## config.mk

```make
export PLATFORM = sky130hd
export DESIGN_NAME = mbf_frame_sched_flat
export DESIGN_NICKNAME = d
export VERILOG_FILES = /design/src/rtl/mbf_pkg.sv /design/src/rtl/mbf_frame_sched_if.sv /design/src/rtl/mbf_rr_arb.sv /design/src/rtl/mbf_frame_sched.sv /design/src/flat_wrapper.sv
export SDC_FILE = /design/constraint.sdc
export NUM_CORES = 1
export LEC_CHECK = 0
export CAP_MARGIN = 20
export CORE_ASPECT_RATIO = 0.75
export CORE_MARGIN = 5
export CORE_UTILIZATION = 55
export CTS_CLUSTER_DIAMETER = 100
export CTS_CLUSTER_SIZE = 24
export DETAILED_ROUTE_END_ITERATION = 7
export PLACE_DENSITY = 0.84
export SLEW_MARGIN = 20
export SYNTH_ARGS = -nofsm -noshare
export SYNTH_HDL_FRONTEND = slang
export SYNTH_SLANG_ARGS = --single-unit
```

## constraint.sdc

```tcl
create_clock -name clk -period 3.1 [get_ports clk]
set_input_delay 0.31 -clock clk [delete_from_list [all_inputs] [get_ports clk]]
set_output_delay 0.31 -clock clk [all_outputs]
set_load 0.02 [all_outputs]
```

## src/rtl/mbf_pkg.sv

```systemverilog
// Shared constants and types for the multi-bank filter frame scheduler.
//   TAPS  : filter length; a frame is followed by TAPS-1 zero flush samples
//   LAT   : datapath delay from a fir_en cycle to its y/z output
//   DECIM : only output indices k with k%DECIM==0 are flagged valid
//   AW/LW : ROM address width / frame length width
package mbf_pkg;

    localparam int unsigned TAPS  = 16;
    localparam int unsigned LAT   = 16;
    localparam int unsigned DECIM = 2;
    localparam int unsigned AW    = 10;
    localparam int unsigned LW    = 10;
    localparam int unsigned KW    = LW + 1;
    localparam int unsigned DW    = 8;

    typedef enum logic [2:0] {
        IDLE,
        CLR,
        RUN,
        FLUSH,
        DRAIN,
        DONE
    } state_t;

    typedef logic req_id_t;

    // One entry of the output-tagging delay line.
    typedef struct packed {
        logic    valid;
        req_id_t tag;
        logic    kept;
        logic    last;
    } tag_ent_t;

    // Requester id to one-hot grant vector.
    function automatic logic [1:0] id_onehot(input req_id_t id);
        return id ? 2'b10 : 2'b01;
    endfunction

endpackage

```

## src/rtl/mbf_frame_sched_if.sv

```systemverilog
// Requester / ROM / filter-datapath signal bundle of the frame scheduler.
//   master : requesters, sample ROM and filter datapath side
//   slave  : the scheduler
interface mbf_frame_sched_if;
    import mbf_pkg::*;

    logic [1:0]    req;
    logic [AW-1:0] base0;
    logic [AW-1:0] base1;
    logic [LW-1:0] len0;
    logic [LW-1:0] len1;
    logic [1:0]    gnt;
    logic          rom_en;
    logic [AW-1:0] rom_addr;
    logic [DW-1:0] rom_q;
    logic          fir_clr;
    logic          fir_en;
    logic [DW-1:0] fir_x;
    logic          out_valid;
    logic          out_tag;
    logic [1:0]    done;

    modport master (
        output req, base0, base1, len0, len1, rom_q,
        input  gnt, rom_en, rom_addr, fir_clr, fir_en, fir_x,
               out_valid, out_tag, done
    );

    modport slave (
        input  req, base0, base1, len0, len1, rom_q,
        output gnt, rom_en, rom_addr, fir_clr, fir_en, fir_x,
               out_valid, out_tag, done
    );

endinterface

```

## src/rtl/mbf_rr_arb.sv

```systemverilog
// Two-way round-robin picker.
//   req      : request levels
//   grant_en : a grant is being taken this cycle; the pointer moves only then
//   pick_c   : winning requester id (combinational)
module mbf_rr_arb
    import mbf_pkg::*;
(
    input  logic    clk,
    input  logic    reset,
    input  logic [1:0] req,
    input  logic    grant_en,
    output req_id_t pick_c
);

    req_id_t last;

    // On contention the requester not served last wins; a lone request wins.
    always_comb begin
        pick_c = 1'b0;
        if (req == 2'b11) begin
            pick_c = ~last;
        end else if (req == 2'b10) begin
            pick_c = 1'b1;
        end
    end

    // Pointer starts at 1 so requester 0 wins the first contention.
    always_ff @(posedge clk) begin
        if (reset) begin
            last <= 1'b1;
        end else if (grant_en) begin
            last <= pick_c;
        end
    end

endmodule

```

## src/rtl/mbf_frame_sched.sv

```systemverilog
// Frame scheduler for the shared LPF/HPF filter datapath.
// Arbitrates two requesters, clears the accumulators, streams the frame's ROM
// samples followed by TAPS-1 zeros, tags the delayed outputs with the owner
// and decimation flag, and pulses done when the last output emerges.
//   clk, reset : clock, synchronous active-high reset
//   bus        : requester, ROM and datapath signals (slave side)
module mbf_frame_sched
    import mbf_pkg::*;
(
    input  logic clk,
    input  logic reset,
    mbf_frame_sched_if.slave bus
);

    state_t        state;
    req_id_t       owner;
    req_id_t       pick;
    logic [AW-1:0] base_q;
    logic [LW-1:0] len_q;
    logic [LW-1:0] scnt;
    logic [KW-1:0] fcnt;
    logic [KW-1:0] kcnt;
    logic [KW-1:0] klast;
    logic          flush;
    logic          rom_en_d;
    logic          flush_d;
    logic          fir_en_c;
    tag_ent_t      head;
    tag_ent_t      sr [LAT];

    mbf_rr_arb u_arb (
        .clk      (clk),
        .reset    (reset),
        .req      (bus.req),
        .grant_en ((state == IDLE) && (|bus.req)),
        .pick_c   (pick)
    );

    // ROM data arrives one cycle after rom_en; flush zeros line up the same way.
    assign fir_en_c   = rom_en_d | flush_d;
    assign bus.fir_en = fir_en_c;
    assign bus.fir_x  = rom_en_d ? bus.rom_q : '0;

    // Frame control FSM with registered outputs.
    always_ff @(posedge clk) begin
        if (reset) begin
            state        <= IDLE;
            owner        <= 1'b0;
            base_q       <= '0;
            len_q        <= '0;
            scnt         <= '0;
            fcnt         <= '0;
            klast        <= '0;
            flush        <= 1'b0;
            bus.gnt      <= '0;
            bus.rom_en   <= 1'b0;
            bus.rom_addr <= '0;
            bus.fir_clr  <= 1'b0;
            bus.done     <= '0;
        end else begin
            bus.fir_clr <= 1'b0;
            bus.done    <= '0;
            unique case (state)
                IDLE: begin
                    if (|bus.req) begin
                        owner       <= pick;
                        bus.gnt     <= id_onehot(pick);
                        base_q      <= pick ? bus.base1 : bus.base0;
                        len_q       <= pick ? bus.len1 : bus.len0;
                        klast       <= KW'(pick ? bus.len1 : bus.len0) + KW'(TAPS - 2);
                        bus.fir_clr <= 1'b1;
                        state       <= CLR;
                    end
                end
                CLR: begin
                    if (len_q == '0) begin
                        bus.done <= bus.gnt;
                        state    <= DONE;
                    end else begin
                        bus.rom_en   <= 1'b1;
                        bus.rom_addr <= base_q;
                        scnt         <= '0;
                        state        <= RUN;
                    end
                end
                RUN: begin
                    if (scnt == len_q - LW'(1)) begin
                        bus.rom_en <= 1'b0;
                        flush      <= 1'b1;
                        fcnt       <= '0;
                        state      <= FLUSH;
                    end else begin
                        scnt         <= scnt + LW'(1);
                        bus.rom_addr <= bus.rom_addr + AW'(1);
                    end
                end
                FLUSH: begin
                    if (fcnt == KW'(TAPS - 2)) begin
                        flush <= 1'b0;
                        state <= DRAIN;
                    end else begin
                        fcnt <= fcnt + KW'(1);
                    end
                end
                DRAIN: begin
                    if (sr[LAT-1].valid && sr[LAT-1].last) begin
                        bus.done <= bus.gnt;
                        state    <= DONE;
                    end
                end
                DONE: begin
                    bus.gnt <= '0;
                    state   <= IDLE;
                end
                default: state <= IDLE;
            endcase
        end
    end

    // Tag entry describing the sample entering the datapath this cycle.
    always_comb begin
        head       = '0;
        head.valid = fir_en_c;
        head.tag   = owner;
        head.kept  = (kcnt % KW'(DECIM)) == '0;
        head.last  = fir_en_c && (kcnt == klast);
    end

    // Input delay stage, output index counter and LAT-deep tag delay line.
    always_ff @(posedge clk) begin
        if (reset) begin
            rom_en_d <= 1'b0;
            flush_d  <= 1'b0;
            kcnt     <= '0;
            for (int unsigned i = 0; i < LAT; i++) begin
                sr[i] <= '0;
            end
        end else begin
            rom_en_d <= bus.rom_en;
            flush_d  <= flush;
            if (bus.fir_clr) begin
                kcnt <= '0;
            end else if (fir_en_c) begin
                kcnt <= kcnt + KW'(1);
            end
            sr[0] <= head;
            for (int unsigned i = 1; i < LAT; i++) begin
                sr[i] <= sr[i-1];
            end
        end
    end

    assign bus.out_valid = sr[LAT-1].valid & sr[LAT-1].kept;
    assign bus.out_tag   = sr[LAT-1].tag;

endmodule

```

## src/flat_wrapper.sv

```systemverilog
// flat-port wrapper written by rule: the top's interface ports become plain ports
module mbf_frame_sched_flat import mbf_pkg::*;
  (clk, reset, bus_req, bus_base0, bus_base1, bus_len0, bus_len1, bus_rom_q, bus_gnt, bus_rom_en, bus_rom_addr, bus_fir_clr, bus_fir_en, bus_fir_x, bus_out_valid, bus_out_tag, bus_done);
  mbf_frame_sched_if bus_i ();
  input  logic clk;
  input  logic reset;
  input wire logic [$bits(bus_i.req)-1:0] bus_req;
  input wire logic [$bits(bus_i.base0)-1:0] bus_base0;
  input wire logic [$bits(bus_i.base1)-1:0] bus_base1;
  input wire logic [$bits(bus_i.len0)-1:0] bus_len0;
  input wire logic [$bits(bus_i.len1)-1:0] bus_len1;
  input wire logic [$bits(bus_i.rom_q)-1:0] bus_rom_q;
  output wire logic [$bits(bus_i.gnt)-1:0] bus_gnt;
  output wire logic [$bits(bus_i.rom_en)-1:0] bus_rom_en;
  output wire logic [$bits(bus_i.rom_addr)-1:0] bus_rom_addr;
  output wire logic [$bits(bus_i.fir_clr)-1:0] bus_fir_clr;
  output wire logic [$bits(bus_i.fir_en)-1:0] bus_fir_en;
  output wire logic [$bits(bus_i.fir_x)-1:0] bus_fir_x;
  output wire logic [$bits(bus_i.out_valid)-1:0] bus_out_valid;
  output wire logic [$bits(bus_i.out_tag)-1:0] bus_out_tag;
  output wire logic [$bits(bus_i.done)-1:0] bus_done;
  assign bus_i.req = bus_req;
  assign bus_i.base0 = bus_base0;
  assign bus_i.base1 = bus_base1;
  assign bus_i.len0 = bus_len0;
  assign bus_i.len1 = bus_len1;
  assign bus_i.rom_q = bus_rom_q;
  assign bus_gnt = bus_i.gnt;
  assign bus_rom_en = bus_i.rom_en;
  assign bus_rom_addr = bus_i.rom_addr;
  assign bus_fir_clr = bus_i.fir_clr;
  assign bus_fir_en = bus_i.fir_en;
  assign bus_fir_x = bus_i.fir_x;
  assign bus_out_valid = bus_i.out_valid;
  assign bus_out_tag = bus_i.out_tag;
  assign bus_done = bus_i.done;
  mbf_frame_sched u_core (.clk(clk), .reset(reset), .bus(bus_i));
endmodule
```

==> metrics.md <==
| Metric | Value |
|---|---|
| Net count, final | 825 |
| Standard-cell row count | 33 |
| Most instantiated flip-flop cell in the synthesis netlist | dfxtp_1 |
| Worst reg-to-reg path cell count | 9 |
| Worst slew pin tran | 0.922 ns |
| TritonCTS clock tree | done |
| Longest Clk Path Bufs | 2 |
| First-pass GRT wire length | 24.5 mm |
| Post-Synthesis Cells | 697 |
| Worst min-delay path startpoint | u_core.sr[4][2] |
| Post-CTS setup-driven buffer insertion count | 0 |
| Placed instance count | 886 |
| WL/cell | 16.0 um |
| Kind of capture point of the worst setup path | flop |
| Nets in the synthesized netlist | 757 |
| Reg2Reg Capture Point | u_core.fcnt[7] |
| Clock-pin slew on the worst setup and hold paths | 0.06 ns |
| Sequential share of the synthesized area | 0.476 |
| Crit path required time | about 3.4 ns |
| Count of vias placed by the detailed router | around 5300 |
| Met1 usage | 0.279 |
| Master cell of the clock root buffer | clkbuf_16 |
| Pre-antenna DRT Iters | 6 |
| Effective utilization at floorplan | 0.571 |
| Final clock period utilization by the worst path | 0.891 |
| Arrival time reported for the critical path endpoint | roughly 3.1 ns |
| Crit path setup slack, layout | 0.338 ns |
| Detailed placer's ending HPWL | 9.89 mm |
| Critical path class | flop to flop |
| Die area | 13700 um^2 |
| Worst Hold Class | flop to flop |
| Number of design rule violations left after detail routing | 0 |
| CP max stage delay | 0.59 ns |
| Post-synthesis instance area | between 6000 and 7000 um^2 |
| Detailed Route Iter0 Violations | 598 |
| Final wirelength | approximately 15 mm |
| Cell depth of the worst min-delay path | 1 |
| Max-cap violation count | 0 |
| Commonest cells after routing, fill and taps aside | dfxtp_1 (150), clkdlybuf4s50_1 (77), nor2_1 (66), nor2b_1 (64), nand2_1 (48) |
| Clk_lat worst skew | 0.41 ns |
| Final-layout fill cell count | 816 |
| Avg Inst Size Synth | 9.06 um^2 |
| Number of sinks on the clock net | 150 |
| Grt peak-use layer | met2 |
| Count of buffers from port buffering | 78 |
| I/O pin cnt | 79 |
| Number of endpoints failing setup at the final stage | 0 |
| Power per unit of standard cell area | around 730 nW/um^2 |
| Worst path most repeated cell | a21oi_1 |
| Via density | about 5.7 |
| Number of storage elements in the synthesis netlist | 150 |
| Asr flop ratio synth | 0 |
| Final slew viol count | 0 |
| Startpoint of the lowest-slack register-to-register path | u_core.klast[0] |
| GR met3 Demand/Resource | 0.0493 |
| Time the worst path needs with I/O delays and setup | 2.76 ns |
| Met2 usage | 0.381 |
| Filler-free cell count of the finished design | 918 |
| Most common cell after layout, fill and taps aside | dfxtp_1 |
| Post-detailed-route count of antenna-violating nets | 0 |
| Horizontal extent of the die | 134 um |
| Number of buffers inserted by hold repair at cts | 0 |
| Layout overhead on the synthesized area | 23.6% |
| Endpoint, Worst Hold | u_core.sr[5][2] |
| Maximum net fanout on the critical path | 14 |
| Number of antenna violations at the first check in global routing | 0 |
| # diodes | 0 |
| List of cells traversed by the critical path | inv_1 > ha_1 > xnor2_1 > o211ai_1 > nor3_1 > and3_1 > a21oi_1 > or4_1 > a21oi_1 |
| Setup total negative slack | 0 ns |
| Outcome | complete, no violations |
| Layout cell share with drive strength beyond 1 | 0.0707 |
| Count of yosys warnings during synthesis | 0 |
| Rel. slew slack | 0.386 |
| Reg2Reg Setup Slack | ~0.34 ns |
| Die Height | 103 um |
| Final global-route overflow total | 0 |
| Routability congestion estimate from global placement | approximately 0.89 |
| Max Clock Freq | 362 MHz |
| Peak supply drop | slightly above 0.5 mV |
| Core area | about 11000 um^2 |
| Critical Path Slowest Stage Cell | or4_1 |
| Pre-CTS WS | about 0.23 ns |
| Unrepaired setup endpoints after global routing | no |
| Number of distinct library cells after synthesis | 56 |
| Standby leakage power | slightly below 3 nW |
| H-tree Lvls | 4 |
| Final hold viol count | 0 |
| Largest net degree at the start of global routing | 95 |
| CTS-repair resized insts | 0 |
| Vias in the first global route | 5014 |
| Startpoint class of the critical path | flop |
| Number of buffers created by CTS | 17 |
| Number of flops mapped to enable cells by yosys | 0 |
| Total Routing Usage GR | 0.222 |
| Setup clock skew after layout | between 0.006 and 0.007 ns |
==> area by class of cell <==
class	instances	area [um^2]	share of cell area
clock inverter	13	170	0.0218
inverter	11	41.3	0.00529
tap	140	175	0.0224
timing repair buffer	86	838	0.107
sequential	150	3000	0.385
multi-input combinational	499	3130	0.401
clock buffer	19	443	0.0568
==> critical path: cells and delay by family, from the launching register on <==
family                     cells  cell delay, ns
AOI/OAI and AO/OA              3            0.52
xor gates and xnor gates       1            0.22
buffers and inverters          1            0.12
adders and majority gates      1            0.30
DFF                            1            0.50
and+or+nand+nor                3            1.03
==> power by group <==
group | switching [W] | total (W) | internal, W
clock | 0.000812 | 0.00211 | 0.00130
sequential | 0.000195 | 0.00229 | 0.00209
combinational | 0.000740 | 0.00128 | 0.000544
total | 0.00175 | 0.00568 | 0.00393
==> layer usage <==
layer | routed length (um) | vias to the layer above
met4 | 234 | 0
met1 | 6440 | 2460
li1 | - | 2577
met5 | 0 | -
met3 | 971 | 28
met2 | 7070 | 207
==> logic make-up (layout without fill, tap and decap cells) <==
group,Yosys count,in the layout,synth area share
compound gates,139,139,0.143
xor+xnor,33,33,0.0458
fa+ha+maj,8,8,0.0159
buf+inv,48,129,0.0307
flops,150,150,0.476
mux,26,26,0.0414
simple gates,293,293,0.247
==> metrics by stage <==
step | total power, W | hold WS, ns | cell area (um^2) | util
3_5_place_dp | 0.00358 | 0.420 | 7190 | 0.650
3_3_place_gp | 0.00352 | 0.415 | 7190 | 0.650
2_1_floorplan | 0.00318 | 0.414 | 6310 | -
6_report | 0.00568 | 0.432 | 7800 | 0.705
5_1_grt | 0.00595 | 0.448 | 7800 | 0.705
4_1_cts | 0.00570 | 0.434 | 7800 | 0.705
==> worst max-delay path by stage <==
| stage | start | end |
|---|---|---|
| after global routing | u_core.klast[0] | u_core.fcnt[3] |
| after floorplan | u_core.klast[0] | u_core.scnt[9] |
| final | u_core.klast[0] | u_core.fcnt[7] |
| after global placement | bus_req[1] | u_core.klast[9] |
| after CTS | u_core.klast[0] | u_core.scnt[8] |
| after detailed placement | bus_req[1] | u_core.klast[9] |
==> cells in the mapped netlist, drive strengths merged, types with 15 or more instances <==
master / count / area share
dfxtp: 150 / 0.48
xnor2: 17 / 0.024
mux2i: 25 / 0.040
clkbuf: 30 / 0.018
nor2: 66 / 0.039
nand2: 48 / 0.029
and2: 18 / 0.018
nor2b: 64 / 0.063
a21oi: 47 / 0.037
xor2: 16 / 0.022
o21ai: 22 / 0.017
a211oi: 25 / 0.030
nor3: 15 / 0.013
==> registers in the layout, summed over array words and instances (netlist names) <==
register / flops
u_core.sr: 64
u_core.kcnt: 11
u_core.bus.gnt: 2
u_core.owner: 1
u_core.bus.fir_clr: 1
u_core.flush: 1
u_core.bus.rom_addr: 10
u_core.klast: 11
u_core.fcnt: 11
u_core.u_arb.last: 1
u_core.rom_en_d: 1
u_core.bus.done: 2
u_core.base_q: 10
u_core.len_q: 9
u_core.flush_d: 1
u_core.scnt: 10
u_core.bus.rom_en: 1
u_core.state: 3
(Power assumes the default switching activity.)
